## config.mk

```make
export PLATFORM = sky130hd
export DESIGN_NAME = dsp_result_collector
export DESIGN_NICKNAME = d
export VERILOG_FILES = /design/src/rtl/dsp_collector_pkg.sv /design/src/rtl/dsp_collector_fifo.sv /design/src/rtl/dsp_result_collector.sv
export SDC_FILE = /design/constraint.sdc
export NUM_CORES = 1
export LEC_CHECK = 0
export CORE_ASPECT_RATIO = 0.6
export CORE_MARGIN = 2
export CORE_UTILIZATION = 30
export DETAILED_ROUTE_END_ITERATION = 10
export GPL_TIMING_DRIVEN = 0
export PLACE_DENSITY = 0.44
export SLEW_MARGIN = 30
export SYNTH_ARGS = -nofsm -noshare
export SYNTH_HDL_FRONTEND = slang
export SYNTH_SLANG_ARGS = --single-unit
export TNS_END_PERCENT = 5
```

## constraint.sdc

```tcl
create_clock -name clk -period 6.45 [get_ports clk]
set_clock_uncertainty 0.15 [all_clocks]
set_input_delay 1.29 -clock clk [delete_from_list [all_inputs] [get_ports clk]]
set_output_delay 1.29 -clock clk [all_outputs]
set_load 0.02 [all_outputs]
```

## src/rtl/dsp_collector_pkg.sv

```systemverilog
// Shared constants and helpers for the DSP48A1 result collector.
package dsp_collector_pkg;

    localparam int DSP_P_WIDTH     = 48;
    localparam int DSP_MAX_LATENCY = 4;
    localparam int DSP_TAG_WIDTH   = 4;

    function automatic int clog2(input int value);
        int r;
        r = 0;
        for (int v = value - 1; v > 0; v = v >> 1) r++;
        return r;
    endfunction

endpackage

```

## src/rtl/dsp_collector_fifo.sv

```systemverilog
// Show-ahead FIFO for captured DSP results; rd_data is always mem[rd_ptr].
// DEPTH must be a power of two so the pointers wrap by overflow.
module dsp_collector_fifo
    import dsp_collector_pkg::*;
#(
    parameter  int WIDTH = 48,
    parameter  int DEPTH = 4,
    localparam int AW    = clog2(DEPTH),
    localparam int LW    = clog2(DEPTH + 1)
) (
    input  logic             clk,
    input  logic             rst_n,
    input  logic             flush,
    input  logic             wr_en,
    input  logic [WIDTH-1:0] wr_data,
    input  logic             rd_en,
    output logic [WIDTH-1:0] rd_data,
    output logic [LW-1:0]    level,
    output logic             full,
    output logic             empty
);

    logic [DEPTH-1:0][WIDTH-1:0] mem;
    logic [AW-1:0]               wr_ptr;
    logic [AW-1:0]               rd_ptr;
    logic                        wr_fire;
    logic                        rd_fire;

    assign empty   = (level == '0);
    assign full    = (level == LW'(DEPTH));
    assign rd_fire = rd_en & ~empty;
    // A simultaneous read frees the slot, so a write at full is still accepted.
    assign wr_fire = wr_en & (~full | rd_fire);
    assign rd_data = mem[rd_ptr];

    // Storage is reset so the head reads as zero out of reset; flush leaves it alone.
    always_ff @(posedge clk or negedge rst_n) begin
        if (!rst_n) begin
            mem <= '0;
        end else if (wr_fire && !flush) begin
            mem[wr_ptr] <= wr_data;
        end
    end

    always_ff @(posedge clk or negedge rst_n) begin
        if (!rst_n) begin
            wr_ptr <= '0;
            rd_ptr <= '0;
            level  <= '0;
        end else if (flush) begin
            wr_ptr <= '0;
            rd_ptr <= '0;
            level  <= '0;
        end else begin
            if (wr_fire) wr_ptr <= wr_ptr + AW'(1);
            if (rd_fire) rd_ptr <= rd_ptr + AW'(1);
            if (wr_fire && !rd_fire)      level <= level + LW'(1);
            else if (rd_fire && !wr_fire) level <= level - LW'(1);
        end
    end

`ifndef SYNTHESIS
    overflow_a: assert property (@(posedge clk) disable iff (!rst_n)
        !(wr_en && full && !rd_en && !flush))
        else $error("dsp_collector_fifo: write while full was dropped");
`endif

endmodule

```

## src/rtl/dsp_result_collector.sv

```systemverilog
// Tracks operands issued into the DSP pipeline and captures P after LATENCY CE-qualified
// stages into a credit-throttled FIFO. Define DSP_COLLECTOR_TAG_EN to carry a 4-bit tag.
module dsp_result_collector
    import dsp_collector_pkg::*;
#(
    parameter  int P_WIDTH = DSP_P_WIDTH,
    parameter  int LATENCY = 2,
    parameter  int DEPTH   = 4,
    localparam int CW      = clog2(DEPTH + 1)
) (
    input  logic                     clk,
    input  logic                     rst_n,
    input  logic                     ce,
    input  logic                     flush,
    input  logic                     issue_valid,
    output logic                     issue_ready,
    input  logic [P_WIDTH-1:0]       p_in,
    output logic                     out_valid,
    input  logic                     out_ready,
    output logic [P_WIDTH-1:0]       out_data,
`ifdef DSP_COLLECTOR_TAG_EN
    input  logic [DSP_TAG_WIDTH-1:0] issue_tag,
    output logic [DSP_TAG_WIDTH-1:0] out_tag,
`endif
    output logic [CW-1:0]            level,
    output logic [CW-1:0]            in_flight
);

`ifdef DSP_COLLECTOR_TAG_EN
    localparam int FW = P_WIDTH + DSP_TAG_WIDTH;
    logic [DSP_TAG_WIDTH-1:0] cap_tag;
`else
    localparam int FW = P_WIDTH;
`endif

    logic          issue_fire;
    logic          cap;
    logic          full;
    logic          empty;
    logic [CW:0]   credits_used;
    logic [FW-1:0] wr_data;
    logic [FW-1:0] rd_data;

    // Every in-flight result owns a FIFO slot, so a capture can never find the FIFO full.
    assign credits_used = {1'b0, in_flight} + {1'b0, level};
    assign issue_ready  = credits_used < (CW + 1)'(DEPTH);
    assign issue_fire   = issue_valid & issue_ready & ce;
    assign out_valid    = ~empty;

    generate
        if (LATENCY == 0) begin : g_lat0
            assign cap = issue_fire;
`ifdef DSP_COLLECTOR_TAG_EN
            assign cap_tag = issue_tag;
`endif
        end else begin : g_lat
            logic [LATENCY-1:0] vld_pipe;

            always_ff @(posedge clk or negedge rst_n) begin
                if (!rst_n) begin
                    vld_pipe <= '0;
                end else if (flush) begin
                    vld_pipe <= '0;
                end else if (ce) begin
                    vld_pipe[0] <= issue_fire;
                    for (int i = 1; i < LATENCY; i++) vld_pipe[i] <= vld_pipe[i-1];
                end
            end

            // Capture only on a CE cycle, when the DSP P register has actually advanced.
            assign cap = vld_pipe[LATENCY-1] & ce;

`ifdef DSP_COLLECTOR_TAG_EN
            logic [LATENCY-1:0][DSP_TAG_WIDTH-1:0] tag_pipe;

            always_ff @(posedge clk or negedge rst_n) begin
                if (!rst_n) begin
                    tag_pipe <= '0;
                end else if (ce) begin
                    tag_pipe[0] <= issue_tag;
                    for (int i = 1; i < LATENCY; i++) tag_pipe[i] <= tag_pipe[i-1];
                end
            end

            assign cap_tag = tag_pipe[LATENCY-1];
`endif
        end
    endgenerate

    always_ff @(posedge clk or negedge rst_n) begin
        if (!rst_n) begin
            in_flight <= '0;
        end else if (flush) begin
            in_flight <= '0;
        end else if (issue_fire && !cap) begin
            in_flight <= in_flight + CW'(1);
        end else if (cap && !issue_fire) begin
            in_flight <= in_flight - CW'(1);
        end
    end

`ifdef DSP_COLLECTOR_TAG_EN
    assign wr_data           = {cap_tag, p_in};
    assign {out_tag, out_data} = rd_data;
`else
    assign wr_data  = p_in;
    assign out_data = rd_data;
`endif

    dsp_collector_fifo #(
        .WIDTH (FW),
        .DEPTH (DEPTH)
    ) u_fifo (
        .clk     (clk),
        .rst_n   (rst_n),
        .flush   (flush),
        .wr_en   (cap),
        .wr_data (wr_data),
        .rd_en   (out_ready),
        .rd_data (rd_data),
        .level   (level),
        .full    (full),
        .empty   (empty)
    );

endmodule

```

Yosys cells after proc, flatten, opt, wreduce, memory -nomap -nowiden
Index checks and enable logic that the tools add are counted.

operators by class
  multiplexer cells = 17
  order comparisons = 4
  bitwise logic cells = 8
  reduce and logical (&&, ||, !) cells = 17
  eq/ne operators = 1
  $add $sub $neg = 7

operators by type and width
  cell                                                                           count
  192-bit bitwise mux                                                            1
  48-bit binary-select mux with 2-bit select                                     1
  48-bit demux with 2-bit select                                                 1
  48-bit two-way mux                                                             2
  3-bit two-way mux                                                              6
  2-bit two-way mux                                                              6
  3-bit by 1-bit adder with 3-bit output (second input constant)                 2
  1-bit logical AND                                                              6
  2-bit by 3-bit less-than comparator with 1-bit output (second input constant)  2
  2-bit nonzero test                                                             3
  3-bit nonzero test                                                             2
  3-bit by 1-bit subtractor with 3-bit output (second input constant)            2
  1-bit bitwise AND                                                              5
  1-bit logical NOT                                                              5
  2-bit by 1-bit adder with 2-bit output (second input constant)                 2
  3-bit by 3-bit adder with 4-bit output                                         1
  4-bit by 3-bit less-than comparator with 1-bit output (second input constant)  1
  3-bit equality test (second input constant)                                    1
  3-bit logical NOT                                                              1
  2-bit by 1-bit >= comparator with 1-bit output (second input constant)         1
  1-bit NOT                                                                      2
  1-bit OR                                                                       1

storage, ports and cells
  register bits = 204
  output and inout port bits = 56
  bits of input ports = 54
  logic and storage cells = 63

Longest topological paths before layout
  depth after elaboration = 10
  depth in mapped cells = 8

By module
From an unflattened synthesis, not the netlist that was laid out.

unflattened totals
  cell total of the unflattened synthesis = 566
  area, all modules = 9456.6 um^2

modules (own cells, without submodules)
  module                instances  cells each  area an instance (um^2)
  dsp_collector_fifo    1          528         9101.2
  dsp_result_collector  1          38          355.3

Worst setup path before layout
No wires, ideal clock.

  path type = input -> register
  start point = in ce
  end point = reg u_fifo.mem[100] (netlist bit)
  path buffers = 3
  slack = 3.498 ns
  data arrival time = 2.675 ns
  cell stages on the path = 7
  library setup time = 0.127 ns
  cell sequence = buf_2 -> nand2_2 -> a31o_4 -> nor3b_4 -> buf_6 -> buf_8 -> mux2_1

between the ends
  longest elaborated chain between the ends = 3

RTL lines
  element                        line                        RTL
  start, declared                dsp_result_collector.sv:13  input logic ce,
  1-bit bitwise AND              dsp_result_collector.sv:71  assign cap = vld_pipe[LATENCY-1] & ce;
  1-bit bitwise AND              dsp_collector_fifo.sv:33    assign wr_fire = wr_en & (~full | rd_fire);
  1-bit logical AND              dsp_collector_fifo.sv:40    end else if (wr_fire && !flush) begin
  end signal, assigned by index  dsp_collector_fifo.sv:41    mem[wr_ptr] <= wr_data;
  end, declared                  dsp_collector_fifo.sv:23    logic [DEPTH-1:0][WIDTH-1:0] mem;

Every way passes these cells.
A chain may end at the register's enable or synchronous reset.

Worst setup path in the final report
  start point = reg u_fifo.rd_ptr[1]
  end point = out out_data[5]

between the ends
  longest elaborated chain between the ends = 2

RTL lines
  element                                     line                        RTL
  start, declared                             dsp_collector_fifo.sv:25    logic [AW-1:0] rd_ptr;
  start signal, assigned                      dsp_collector_fifo.sv:56    if (rd_fire) rd_ptr <= rd_ptr + AW'(1);
  48-bit binary-select mux with 2-bit select  dsp_collector_fifo.sv:34    assign rd_data = mem[rd_ptr];
  48-bit two-way mux (implied by the code)    dsp_collector_fifo.sv:34
  end, declared                               dsp_result_collector.sv:20  output logic [P_WIDTH-1:0] out_data,

Every way passes these cells. The select of a mux whose other input is x is not followed.

==> results_dict.tcl <==
set metrics [dict create \
    routedWlPerCell_um 19.5 \
    worst-path-buf-inv 3 \
    ys_warn_count 0 \
    cts-resized-gates 0 \
    ctsHoldBuffers 0 \
    grt_pass1_vias 5955 \
    synth.top_cell.area_share_pct 55.4 \
    crit_chain "buf_1 > buf_1 > mux4_2 > clkdlybuf4s50_1" \
    insertedDiodeCount 0 \
    syn_inst 555 \
    die_y_um 140 \
    die-area_um2 32200 \
    vias 5222 \
    drtIter0Drc 233 \
    dp_hpwl_mm 14.7 \
    core_um2 30100 \
    drc 0 \
    reg2reg_slack_ns 3.92 \
    whs_ns 0.330 \
    cts_tree "yes" \
    path_clk_slew_ns 0.06 \
    fmax_mhz 213 \
    port_buffers 107 \
    cpPeakStageDelay_ns 0.66 \
    pin_count 110 \
    clockBufferDepth 3 \
    placed_cell_area_um2 10900 \
    ys_top_cells_by_area "dfrtp_1 (55%), mux2_2 (14%), mux4_2 (12%)" \
    clock_sinks 204 \
    fin_crit_ns 4.70 \
    path_common_cell "buf_1" \
    synth_ff_type "dfrtp_1" \
    ys_types 37 \
    cpLargestDelayFamily "buffers and inverters" \
    area.growth.synth_to_final_pct 25.3 \
    maxCapViolCount 0 \
    syn_nets 617 \
    synthArstFlopShare_pct 100 \
    syn_area_per_cell_um2 16.6 \
    critPathRequiredTime_ns 5.01 \
    nets 750 \
    firstDrtPassIters 6 \
    rsz0062_at_grt "false" \
    wl_mm 21.6 \
    regArea_um2 5100 \
    yosysTopAreaCell "dfrtp_1" \
    grtUsageTotal_pct 13.8 \
    insertion_delay_ns 0.51 \
    setup_tns_ns 0 \
    tightest_slew_ns 0.796 \
    finalHoldViolCount 0 \
    synth_edf_count 0 \
    cpMaxStageDelayCell "buf_1" \
    syn_area_um2 9220 \
    ys_seq_elements 204 \
    post-route-period-util_pct 72.8 \
    cts-root-buf "clkbuf_16" \
    antenna_found_initial 0 \
    grt_max_degree 89 \
    place.gp.congestion 0.712 \
    setup-violations-final 0 \
    ys_seq_area_share_pct 55.4 \
    multiInputGateArea_um2 3800 \
    grt_pass1_wl_mm 34.4 \
    crit_type "register to output port" \
    die_w_um 230 \
    cts-buffers-inserted 22 \
    drive_gt1_share_pct 33.0 \
    worst_setup_path_start_kind "register" \
    slew_headroom_pct 46.9 \
    drtAntennaViolNets 0 \
    utilization_pct 38.4 \
    p_per_area_nw_per_um2 304 \
    htreeDepth 1 \
    fp-row-count 49 \
    run_status "finished clean" \
    peakVddDrop_uv 165 \
    postLayoutCellArea_um2 11600 \
    overflow 0 \
    critPathArrivalTime_ns 3.26 \
    via_per_inst 4.72 \
    post_cts.repair.setup_buffers 0 \
    start_util_pct 30.6 \
    drv_slew 0 \
    hold_class "register to register" \
    leakage_nw 5.36 \
    end_kind "output port" \
    crit_fanout 10 \
    fill_cells 2751 \
]
[cell usage after synthesis, types with 2 or more instances]
| master | count |
|---|---|
| mux2i_1 | 5 |
| buf_4 | 8 |
| buf_2 | 7 |
| and3_1 | 2 |
| a31oi_1 | 2 |
| xor2_1 | 2 |
| nor2_1 | 14 |
| nor3b_4 | 4 |
| mux2_1 | 80 |
| fa_1 | 2 |
| nor4_1 | 2 |
| dfrtp_1 | 204 |
| a21oi_1 | 3 |
| buf_1 | 4 |
| buf_8 | 8 |
| ha_1 | 6 |
| clkbuf_1 | 3 |
| inv_1 | 9 |
| nor2b_1 | 2 |
| o21ai_0 | 2 |
| or3_1 | 2 |
| nand3_1 | 5 |
| buf_6 | 4 |
| mux4_2 | 48 |
| mux2_2 | 115 |
[worst paths after layout]
| check | start | endpoint | cells past startpoint |
|---|---|---|---|
| setup / recovery | u_fifo.rd_ptr[1] | out_data[5] | 4 |
| hold / removal | u_fifo.mem[140] | u_fifo.mem[140] | 1 |
| setup reg to reg | u_fifo.level[1] | in_flight[2] | 8 |
| hold reg to reg | u_fifo.mem[140] | u_fifo.mem[140] | 1 |
| max in group asynchronous | rst_n | u_fifo.mem[71] | 2 |
| min in group asynchronous | rst_n | u_fifo.mem[108] | 1 |
[state kept, by name (all words and copies together) (netlist names)]
register	flops
u_fifo.rd_ptr	2
in_flight	3
u_fifo.wr_ptr	2
u_fifo.level	3
g_lat.vld_pipe	2
u_fifo.mem	192
[cells in the final DEF, fill, tap and decap left out, types with 2 or more instances in the layout]
cell type and instances:
dfrtp_1 204, mux2_2 115, buf_1 4, nand3_1 5
buf_2 7, ha_1 6, clkbuf_1 7, fa_1 2
inv_1 9, bufinv_16 2, or3_1 2, clkdlybuf4s50_1 106
mux2_1 80, xor2_1 2, buf_6 4, and3_1 2
o21ai_0 2, buf_16 2, a21oi_1 3, clkbuf_16 23
nor3b_4 4, buf_8 9, mux2i_1 5, clkinv_2 3
clkbuf_8 2, a31oi_1 2, buf_4 8, nor2_1 14
mux4_2 48, nor2b_1 2, nor4_1 2
[per-layer routing]
| layer | up-vias | global-route usage, % | part of all wire (%) |
|---|---|---|---|
| met5 | - | 0 | 0 |
| met4 | 0 | 2.82 | 1.8 |
| met3 | 35 | 3.34 | 4.1 |
| met2 | 90 | 21.7 | 46 |
| met1 | 2769 | 19.6 | 48 |
| li1 | 2328 | - | - |
[report_power, final]
part / total [mW] / switching (mW) / internal, mW / leakage (nW)
combinational: 0.834 / 0.402 / 0.433 / 2.22
clock: 1.25 / 0.509 / 0.746 / 0.343
sequential: 1.42 / 0.0529 / 1.37 / 2.81
[through the flow]
step,power (mW),cells,setup slack [ns]
2_1_floorplan,1.91,555,3.50
3_3_place_gp,2.27,1070,-4.40
3_5_place_dp,2.29,1072,2.25
4_1_cts,3.58,1106,1.68
5_1_grt,3.69,1106,1.59
6_report,3.51,1106,1.75
[layout make-up]
class                   instances  share of cell area (%)
flip-flops and latches        204                    44.2
multi-input cells             308                    32.8
repair buffers                109                    9.79
clock buffers                  29                    5.35
well taps                     408                    4.42
plain buffers                  34                    2.48
clock inverters                 5                   0.650
inverters                       9                   0.292
[logic make-up (layout without fill, tap and decap cells)]
logic type               Yosys count  in the layout  synth area share, %
XOR/XNOR                           3              3                0.285
multiplexers                     248            248                 36.1
flip-flops                       204            204                 55.4
buffers and inverters             43            186                 3.47
adder cells (fa/ha/maj)            8              8                 1.25
AO/OA/AOI/OAI                     12             12                0.963
AND/OR/NAND/NOR                   37             37                 2.59
No activity file was read; power rests on OpenSTA's default activity.
